`config.mk`:
```
export PLATFORM = sky130hd
export DESIGN_NAME = psram_qspi_responder
export DESIGN_NICKNAME = d
export VERILOG_FILES = /design/src/rtl/psram_qspi_responder.sv
export SDC_FILE = /design/constraint.sdc
export NUM_CORES = 1
export LEC_CHECK = 0
export BUFFER_PORTS_ARGS = -buffer_cell sky130_fd_sc_hd__buf_2
export CORE_AREA = 3 3 82 142
export DETAILED_ROUTE_END_ITERATION = 7
export DIE_AREA = 0 0 85 145
export PLACE_DENSITY = 0.68
export SKIP_CTS_REPAIR_TIMING = 1
export SLEW_MARGIN = 10
export SYNTH_ARGS = -nofsm -noshare
export SYNTH_HDL_FRONTEND = slang
export SYNTH_SLANG_ARGS = --single-unit
```
`constraint.sdc`:
```
create_clock -name HCLK -period 7.2 [get_ports HCLK]
set_clock_uncertainty 0.2 [all_clocks]
set_input_delay 1.8 -clock HCLK [delete_from_list [all_inputs] [get_ports HCLK]]
set_output_delay 1.8 -clock HCLK [all_outputs]
set_load 0.1 [all_outputs]
```
`src/rtl/psram_qspi_responder.sv`:
```
// psram_qspi_responder
// Slave-side model of a QSPI/QPI PSRAM device that sits behind a simple byte-wide memory port.
// Every input from the controller (sck, ce_n, io_i) is asynchronous to HCLK. Each one passes
// through a two-flop synchronizer. sck edges come from comparing the synchronized copy with
// its previous value.
// Supported commands:
//   0xEB  quad read, with WAIT_CYCLES dummy clocks
//   0x38  quad write
//   0x35  enter QPI
//   0xF5  exit QPI
// Any other command is ignored until ce_n rises.
//
// Memory port protocol:
//   mem_re  one-HCLK strobe. mem_addr is valid in the same cycle. The memory returns mem_rdata
//           on the next HCLK, and this block captures it one cycle after the strobe.
//   mem_we  one-HCLK strobe. mem_addr and mem_wdata are valid in the same cycle.
//   No back-pressure exists. The two strobes are never high in the same cycle.

module psram_qspi_responder #(
   parameter int ADDR_W      = 16,
   parameter int WAIT_CYCLES = 6
) (
   input  logic              HCLK,
   input  logic              HRESETn,
   input  logic              sck,
   input  logic              ce_n,
   input  logic [3:0]        io_i,
   output logic [3:0]        io_o,
   output logic [3:0]        io_oe,
   output logic [ADDR_W-1:0] mem_addr,
   output logic [7:0]        mem_wdata,
   output logic              mem_we,
   output logic              mem_re,
   input  logic [7:0]        mem_rdata,
   output logic              qpi_mode,
   output logic [2:0]        o_dbg_state
);

   typedef enum logic [2:0] {
      ST_IDLE   = 3'd0,
      ST_CMD    = 3'd1,
      ST_ADDR   = 3'd2,
      ST_WAIT   = 3'd3,
      ST_RDATA  = 3'd4,
      ST_WDATA  = 3'd5,
      ST_IGNORE = 3'd6
   } state_t;

   // Last dummy-cycle index; a zero-wait build skips WAIT entirely
   localparam logic [7:0] LP_WAIT_LAST = 8'((WAIT_CYCLES > 0) ? (WAIT_CYCLES - 1) : 0);

   // Synchronizer stages plus the previous-value flops used for edge detection
   logic              r_sck_m, r_sck_s, r_sck_d;
   logic              r_ce_m, r_ce_s, r_ce_d;
   logic [3:0]        r_io_m, r_io_s;

   // Protocol state
   state_t            r_state;
   logic              r_qpi;
   logic [7:0]        r_cnt;
   logic              r_nib;
   logic [7:0]        r_shift;
   logic [ADDR_W-1:0] r_ashift;
   logic [ADDR_W-1:0] r_addr;
   logic              r_is_read;
   logic [7:0]        r_byte;
   logic              r_re_d;

   // Registered outputs
   logic [3:0]        r_io_o;
   logic [3:0]        r_io_oe;
   logic [ADDR_W-1:0] r_mem_addr;
   logic [7:0]        r_mem_wdata;
   logic              r_mem_we;
   logic              r_mem_re;

   logic              w_sck_rise;
   logic              w_sck_fall;
   logic              w_ce_fall;
   logic [7:0]        w_cmd_spi;
   logic [7:0]        w_cmd_qpi;
   logic [7:0]        w_cmd;
   logic              w_cmd_last;
   logic [ADDR_W-1:0] w_addr_new;
   logic [ADDR_W-1:0] w_addr_inc;

   assign w_sck_rise = r_sck_s & ~r_sck_d;
   assign w_sck_fall = ~r_sck_s & r_sck_d;
   assign w_ce_fall  = r_ce_d & ~r_ce_s;

   // Command byte including the bit or nibble arriving on this rise
   assign w_cmd_spi  = 8'({r_shift, r_io_s[0]});
   assign w_cmd_qpi  = {r_shift[3:0], r_io_s};
   assign w_cmd      = r_qpi ? w_cmd_qpi : w_cmd_spi;
   assign w_cmd_last = r_qpi ? (r_cnt == 8'd1) : (r_cnt == 8'd7);

   // The address shifter keeps only the low ADDR_W bits of the 24-bit wire address
   assign w_addr_new = ADDR_W'({r_ashift, r_io_s});
   assign w_addr_inc = r_addr + {{(ADDR_W-1){1'b0}}, 1'b1};

   assign io_o        = r_io_o;
   assign io_oe       = r_io_oe;
   assign mem_addr    = r_mem_addr;
   assign mem_wdata   = r_mem_wdata;
   assign mem_we      = r_mem_we;
   assign mem_re      = r_mem_re;
   assign qpi_mode    = r_qpi;
   assign o_dbg_state = r_state;

   // Two-flop synchronizers for the controller-side signals plus one delay stage for edges
   always_ff @(posedge HCLK or negedge HRESETn) begin
      if (!HRESETn) begin
         r_sck_m <= 1'b0;
         r_sck_s <= 1'b0;
         r_sck_d <= 1'b0;
         r_ce_m  <= 1'b1;
         r_ce_s  <= 1'b1;
         r_ce_d  <= 1'b1;
         r_io_m  <= 4'h0;
         r_io_s  <= 4'h0;
      end else begin
         r_sck_m <= sck;
         r_sck_s <= r_sck_m;
         r_sck_d <= r_sck_s;
         r_ce_m  <= ce_n;
         r_ce_s  <= r_ce_m;
         r_ce_d  <= r_ce_s;
         r_io_m  <= io_i;
         r_io_s  <= r_io_m;
      end
   end

   // Transaction FSM: command, address, dummy and data phases with registered outputs
   always_ff @(posedge HCLK or negedge HRESETn) begin
      if (!HRESETn) begin
         r_state     <= ST_IDLE;
         r_qpi       <= 1'b0;
         r_cnt       <= 8'd0;
         r_nib       <= 1'b0;
         r_shift     <= 8'h00;
         r_ashift    <= '0;
         r_addr      <= '0;
         r_is_read   <= 1'b0;
         r_byte      <= 8'h00;
         r_re_d      <= 1'b0;
         r_io_o      <= 4'h0;
         r_io_oe     <= 4'h0;
         r_mem_addr  <= '0;
         r_mem_wdata <= 8'h00;
         r_mem_we    <= 1'b0;
         r_mem_re    <= 1'b0;
      end else begin
         // Strobes last a single cycle unless a branch below raises them again
         r_mem_we <= 1'b0;
         r_mem_re <= 1'b0;
         r_re_d   <= r_mem_re;
         // Capture read data one cycle after each read strobe
         if (r_re_d) begin
            r_byte <= mem_rdata;
         end

         if (r_ce_s) begin
            // Deselect overrides everything, including an sck edge seen in this same cycle
            r_state <= ST_IDLE;
            r_io_oe <= 4'h0;
            r_cnt   <= 8'd0;
            r_nib   <= 1'b0;
         end else begin
            case (r_state)
               ST_IDLE: begin
                  if (w_ce_fall) begin
                     r_state <= ST_CMD;
                     r_cnt   <= 8'd0;
                     r_nib   <= 1'b0;
                  end
               end

               ST_CMD: begin
                  if (w_sck_rise) begin
                     r_shift <= w_cmd;
                     if (w_cmd_last) begin
                        r_cnt    <= 8'd0;
                        r_ashift <= '0;
                        case (w_cmd)
                           8'hEB: begin
                              r_is_read <= 1'b1;
                              r_state   <= ST_ADDR;
                           end
                           8'h38: begin
                              r_is_read <= 1'b0;
                              r_state   <= ST_ADDR;
                           end
                           8'h35: begin
                              r_qpi   <= 1'b1;
                              r_state <= ST_IGNORE;
                           end
                           8'hF5: begin
                              r_qpi   <= 1'b0;
                              r_state <= ST_IGNORE;
                           end
                           default: r_state <= ST_IGNORE;
                        endcase
                     end else begin
                        r_cnt <= r_cnt + 8'd1;
                     end
                  end
               end

               ST_ADDR: begin
                  if (w_sck_rise) begin
                     r_ashift <= w_addr_new;
                     if (r_cnt == 8'd5) begin
                        r_cnt  <= 8'd0;
                        r_nib  <= 1'b0;
                        r_addr <= w_addr_new;
                        if (r_is_read) begin
                           // Fetch the first byte now so that it is ready before the first data fall
                           r_mem_re   <= 1'b1;
                           r_mem_addr <= w_addr_new;
                           if (WAIT_CYCLES == 0) begin
                              r_state <= ST_RDATA;
                              r_io_oe <= 4'hF;
                           end else begin
                              r_state <= ST_WAIT;
                           end
                        end else begin
                           r_state <= ST_WDATA;
                        end
                     end else begin
                        r_cnt <= r_cnt + 8'd1;
                     end
                  end
               end

               ST_WAIT: begin
                  r_io_oe <= 4'h0;
                  if (w_sck_rise) begin
                     if (r_cnt == LP_WAIT_LAST) begin
                        r_state <= ST_RDATA;
                        r_io_oe <= 4'hF;
                        r_cnt   <= 8'd0;
                        r_nib   <= 1'b0;
                     end else begin
                        r_cnt <= r_cnt + 8'd1;
                     end
                  end
               end

               ST_RDATA: begin
                  r_io_oe <= 4'hF;
                  if (w_sck_fall) begin
                     if (!r_nib) begin
                        r_io_o <= r_byte[7:4];
                        r_nib  <= 1'b1;
                     end else begin
                        // After the low nibble goes out, prefetch the next byte (address wraps)
                        r_io_o     <= r_byte[3:0];
                        r_nib      <= 1'b0;
                        r_addr     <= w_addr_inc;
                        r_mem_re   <= 1'b1;
                        r_mem_addr <= w_addr_inc;
                     end
                  end
               end

               ST_WDATA: begin
                  r_io_oe <= 4'h0;
                  if (w_sck_rise) begin
                     if (!r_nib) begin
                        r_shift[3:0] <= r_io_s;
                        r_nib        <= 1'b1;
                     end else begin
                        // A byte is written only once both nibbles have arrived
                        r_mem_we    <= 1'b1;
                        r_mem_addr  <= r_addr;
                        r_mem_wdata <= {r_shift[3:0], r_io_s};
                        r_addr      <= w_addr_inc;
                        r_nib       <= 1'b0;
                     end
                  end
               end

               ST_IGNORE: begin
                  r_io_oe <= 4'h0;
               end

               default: begin
                  r_state <= ST_IDLE;
                  r_io_oe <= 4'h0;
               end
            endcase
         end
      end
   end

endmodule
```
; After elaboration in Yosys (flattened, before gate mapping)
; Index checks and enable logic that the tools add are counted.
[totals]
in_bits = 16
out_inout_bits = 38
wordCells = 160
reg_bits = 106
[classes]
n_eq_ne = 36
add_sub_neg = 2
bitwise_logic = 6
mux = 67
reduce_logical = 24
[ops]
columns = cell, count
row1 = $mux 16, 12
row2 = $pmux 16 s3, 2
row3 = $mux 8, 7
row4 = $mux 12, 3
row5 = $mux 3, 10
row6 = $mux 4, 7
row7 = $ne 3x3->1 const B, 9
row8 = $pmux 12 s2, 1
row9 = $pmux 8 s3, 1
row10 = $ne 2x2->1 const B, 10
row11 = $reduce_and 5->1, 4
row12 = $mux 1, 17
row13 = $add 16x1->16 const B, 1
row14 = $eq 8x3->1 const B, 2
row15 = $eq 8x6->1 const B, 2
row16 = $eq 8x8->1 const B, 2
row17 = $pmux 3 s5, 1
row18 = $pmux 4 s3, 1
row19 = $reduce_and 6->1, 2
row20 = $eq 3x3->1 const B, 3
row21 = $reduce_and 9->1, 1
row22 = $add 8x1->8 const B, 1
row23 = $eq 8x1->1 const B, 1
row24 = $pmux 4 s2, 1
row25 = 18 further kinds, 34

; Depth between registers and ports, before layout
[depth]
word_depth = 8
ltp_mapped = 8
ltp_nobuf = 7

; Worst setup path after synthesis
; No wires, ideal clock.
[synth_timing]
kind = reg2out
from = register io_oe[2] (netlist name)
to = output io_oe[1]
n_path_buf = 1
required_ns = 5.200
t_arrival_ns = 1.390
stages_incl_launch_ff = 2
path_slack_ns = 3.810
path_cell_list = dfrtp_1 > buf_4
[synth_rtl]
columns = element, line
row1 = end: declaration, 29  ; output logic [3:0] io_oe,

; Worst setup path in the final report
[layout_timing]
from = register r_state[2], in the netlist o_dbg_state[2]
to = output o_dbg_state[2]
[layout_rtl]
columns = element, line
row1 = start: declaration, 58  ; state_t r_state;
row2 = start signal: assignment, 136  ; r_state <= ST_IDLE;
row3 = start signal: assignment, 164  ; r_state <= ST_IDLE;
row4 = start signal: assignment, 172  ; r_state <= ST_CMD;
row5 = end: declaration, 36  ; output logic [2:0] o_dbg_state
; No word-level cell between the ends.

==> tab_implementation.tex <==
\begin{tabular}{lr}
\hline
Metric & Value \\
\hline
\multicolumn{2}{l}{\textbf{Outcome}} \\
\quad Outcome & finished clean \\
\multicolumn{2}{l}{\textbf{Routing}} \\
\quad DRT Pass-1 Iters & 5 \\
\quad Wirelength, routed & 12.5 mm \\
\quad Antenna violation net count after detailed routing & 0 \\
\quad Post-detailed-route DRC marker count & 0 \\
\quad Routed length per placed instance & between 15 and 20 um \\
\quad Number of design-rule violations left by the first detailed-router iteration & 301 \\
\quad Avg Vias per Cell & 6.00 \\
\quad Vias after detailed routing & 4262 \\
\multicolumn{2}{l}{\textbf{CTS}} \\
\quad Number of clock sinks seen by CTS & 103 \\
\quad Htree depth & 3 \\
\quad Clock Tree Buf Depth & 2 \\
\quad Clock insertion delay at the later pin of the skew report & between 300 and 400 ps \\
\quad Number of buffers created by CTS & 9 \\
\quad CTS tree & yes \\
\quad CTS Root Cell & clkbuf\_16 \\
\quad Clk pin slew, worst setup/hold paths & 70 ps \\
\multicolumn{2}{l}{\textbf{Critical path}} \\
\quad RR Endpoint & r\_addr[11]\$\_DFFE\_PN0P\_ \\
\quad CP Capture Point & o\_dbg\_state[2] \\
\quad Cell at the slowest stage of the critical path & dfrtp\_1 \\
\quad Launch point of the worst reg-to-reg path & r\_cnt[4]\$\_DFFE\_PN0P\_ \\
\quad Category of the critical setup timing path & reg -> out \\
\quad Buffer and inverter count on the worst path & 1 \\
\quad Largest stage delay, worst path & just over 800 ps \\
\quad FF-to-FF setup slack & 4270 ps \\
\quad Critical path required time & 5200 ps \\
\quad Worst Setup End Kind & primary output \\
\quad Max FO, Critical Path & 25 \\
\quad CP startpoint kind & flop \\
\quad Source of the critical timing path & o\_dbg\_state[2]\$\_DFFE\_PN0P\_ \\
\quad Kind of cell with the highest combined delay on the critical path & flip-flops \\
\quad CP Depth & 1 \\
\quad Arrival time of the worst setup path & 1720 ps \\
\quad FF-to-FF path depth & 6 \\
\quad Crit-path cells & buf\_2 \\
\multicolumn{2}{l}{\textbf{GRT}} \\
\quad Antenna violations before repair & 0 \\
\quad Wire length of the first global-routing pass & $\sim$21 mm \\
\quad Total overflow reported by the global router & 0 \\
\quad Largest net degree at the start of global routing & 66 \\
\quad GRT Overall Usage & 0.211 \\
\quad Via count of the first global-routing pass & between 4k and 5k \\
\multicolumn{2}{l}{\textbf{Logic synthesis}} \\
\quad Number of warnings reported in the yosys synthesis log & 0 \\
\quad Number of different library cells in the post-synthesis netlist & 67 \\
\quad FF+latch count, synth & approximately 100 \\
\quad Number of instances in the synthesized netlist & 544 \\
\quad Mean post-synth cell area & 9.70 um2 \\
\quad Post-synthesis instance area & approximately 5300 um2 \\
\quad Register area share after synthesis & 0.489 \\
\quad Synth async-reset ratio & 1.00 \\
\quad Post-synth EDFFs & 0 \\
\quad Syn\_nets & roughly 560 \\
\quad Most common flop cell mapped by yosys & dfrtp\_1 \\
\multicolumn{2}{l}{\textbf{Power and ir drop}} \\
\quad Internal Power & roughly 1.1 mW \\
\quad Clk network pwr share & 0.221 \\
\quad Total Power & 2.08 mW \\
\quad Leakage component of the power & around 2.6 nW \\
\quad Total net switching power & 0.950 mW \\
\quad Fraction of power consumed by sequential logic & 0.387 \\
\quad Proportion of total power due to net switching & 0.457 \\
\quad Proportion of power drawn by combinational gates & 0.392 \\
\quad Power Dens Cells & $\sim$350 nW/um2 \\
\quad VDD IR max & 216 uV \\
\multicolumn{2}{l}{\textbf{Cells and area}} \\
\quad Nets & 594 \\
\quad Area added between synthesis and finish & 11.3\% \\
\quad Antenna diodes & 0 \\
\quad Area used by sequential logic in the layout & 2580 um2 \\
\quad Layout cells sized above 1 & 0.195 \\
\quad \# fillers & about 1000 \\
\quad Area taken by multi-input logic gates & $\sim$2500 um2 \\
\multicolumn{2}{l}{\textbf{STA}} \\
\quad Final Hold Vio Count & 0 \\
\quad Worst slew pin tran & 963 ps \\
\quad RSZ-0062 raised after global routing & false \\
\quad Shortest period the worst path allows & 3720 ps \\
\quad Portion of the clock cycle consumed by the worst path in the final layout & 0.517 \\
\quad Rel. slew slack & 0.341 \\
\quad Final count of negative-setup-slack endpoints & 0 \\
\quad Fin Setup TNS & 0 ps \\
\quad Fmax & 0.269 GHz \\
\quad Final Max Tran Viols & 0 \\
\multicolumn{2}{l}{\textbf{Floorplan}} \\
\quad Site row count & 50 \\
\quad Die height & 145 um \\
\quad Starting utilization of the core area & 0.493 \\
\quad Die ar. & 12300 um2 \\
\quad Die X-Extent & between 80 and 90 um \\
\quad Top-level port count & 54 \\
\quad Std-Cell Core Area & 10700 um2 \\
\multicolumn{2}{l}{\textbf{Place}} \\
\quad Post-DP HPWL & 8.85 mm \\
\quad Quantity of I/O buffers inserted on ports & 53 \\
\quad RePlAce Congestion & around 0.92 \\
\multicolumn{2}{l}{\textbf{Min path}} \\
\quad Worst hold path class & reg -> reg \\
\multicolumn{2}{l}{\textbf{Job}} \\
\quad Max-cap viol count & 0 \\
\hline
\end{tabular}
==> cells in the mapped netlist (4+ instances only) <==
| cell | number | share of area |
|---|---|---|
| nand4_1 | 6 | 0.0071 |
| nand2_1 | 66 | 0.047 |
| a22oi_1 | 5 | 0.0071 |
| inv_1 | 12 | 0.0085 |
| o22ai_1 | 6 | 0.0071 |
| xnor2_1 | 9 | 0.015 |
| nor4_1 | 4 | 0.0047 |
| mux2i_1 | 12 | 0.023 |
| a22o_1 | 6 | 0.010 |
| nand2b_1 | 6 | 0.0071 |
| nand3_1 | 15 | 0.014 |
| clkbuf_1 | 27 | 0.019 |
| nor2b_1 | 13 | 0.015 |
| and3_1 | 5 | 0.0059 |
| o21ai_0 | 45 | 0.043 |
| mux2_1 | 10 | 0.021 |
| buf_4 | 4 | 0.0057 |
| dfrtp_1 | 100 | 0.47 |
| a31oi_1 | 8 | 0.0095 |
| mux2_2 | 25 | 0.053 |
| a21oi_1 | 43 | 0.041 |
| nor3_1 | 9 | 0.0085 |
| nor2_1 | 31 | 0.022 |
| buf_2 | 4 | 0.0038 |
| a31o_2 | 4 | 0.0066 |
==> placed cells by master (no fill, tap or decap), types with 8 or more instances in the layout <==
| cell type | netlist | routed |
|---|---|---|
| a21oi_1 | 43 | 43 |
| a31oi_1 | 8 | 8 |
| buf_2 | 4 | 52 |
| clkbuf_16 | 0 | 9 |
| dfrtp_1 | 100 | 100 |
| inv_1 | 12 | 12 |
| mux2_1 | 10 | 10 |
| mux2_2 | 25 | 25 |
| mux2i_1 | 12 | 12 |
| nand2_1 | 66 | 66 |
| nand3_1 | 15 | 15 |
| nor2_1 | 31 | 31 |
| nor2b_1 | 13 | 12 |
| nor3_1 | 9 | 9 |
| o21ai_0 | 45 | 45 |
| xnor2_1 | 9 | 9 |
==> how the worst min path moves through the flow <==
stage | slack [ps] | from | cells past startpoint | to
final | 150 | r_io_m[2]$_DFF_PN0_ | 0 | r_io_s[2]$_DFF_PN0_
after floorplan | 130 | r_io_m[0]$_DFF_PN0_ | 0 | r_io_s[0]$_DFF_PN0_
after global routing | 160 | r_io_m[1]$_DFF_PN0_ | 0 | r_io_s[1]$_DFF_PN0_
after global placement | 130 | r_io_m[2]$_DFF_PN0_ | 0 | r_io_s[2]$_DFF_PN0_
after detailed placement | 140 | r_io_m[1]$_DFF_PN0_ | 0 | r_io_s[1]$_DFF_PN0_
after CTS | 150 | r_io_m[1]$_DFF_PN0_ | 0 | r_io_s[1]$_DFF_PN0_
==> kinds of logic (layout without fill, tap and decap cells) <==
logic type               count (synthesis)  after routing  synth area share
AO/OA/AOI/OAI                          151            151             0.178
XOR/XNOR                                12             12            0.0199
adder cells (fa/ha/maj)                  3              3           0.00711
buffers and inverters                   50             86            0.0394
flip-flops                             103            103             0.489
multiplexers                            47             47            0.0974
AND/OR/NAND/NOR                        178            178             0.169
==> flip-flops by register name, indices dropped and copies added, names as in the netlist, 7 cells and up <==
| register | flops |
|---|---|
| r_ashift | 12 |
| r_cnt | 8 |
| r_byte | 8 |
| r_shift | 7 |
| r_addr | 16 |
| mem_addr | 16 |
| mem_wdata | 8 |
==> layer usage <==
layer | share of wire | global-route usage | wire length [um]
met4 | 0.025 | 0.0927 | 311
met1 | 0.37 | 0.229 | 4690
met5 | 0 | 0 | 0
met2 | 0.57 | 0.392 | 7100
met3 | 0.033 | 0.0330 | 413
==> worst register-to-register path: stages (launching register included) <==
cell	delay, ps
dfrtp_1	420
or4_4	600
or4_4	540
a221oi_2	270
buf_4	360
a21bo_2	270
a22o_1	170
==> per-stage QoR <==
step | worst slack [ps] | hold WS (ps) | util | std cells | cell area [um2]
after floorplan | 3810 | 131 | - | 544 | 5280
after global placement | 3900 | 133 | 0.523 | 694 | 5590
after detailed placement | 3840 | 136 | 0.523 | 694 | 5590
after CTS | 3480 | 153 | 0.549 | 710 | 5870
after global routing | 3390 | 155 | 0.549 | 710 | 5870
final | 3480 | 149 | 0.549 | 710 | 5870
==> final cells by class <==
class,instances,share of cell area
inverters,12,0.00767
clock inverters,7,0.00980
clock buffers,9,0.0383
well taps,130,0.0277
flip-flops and latches,103,0.439
multi-input cells,391,0.425
repair buffers,58,0.0520
==> power by group through the flow <==
stage | combinational [mW] | clock, mW | sequential [mW]
6_report | 0.815 | 0.460 | 0.805
5_1_grt | 0.874 | 0.496 | 0.821
4_1_cts | 0.817 | 0.472 | 0.801
3_5_place_dp | 0.814 | 0 | 0.811
3_3_place_gp | 0.800 | 0 | 0.804
2_1_floorplan | 0.482 | 0 | 0.978
Note: power is estimated with default switching activity, not from simulation.
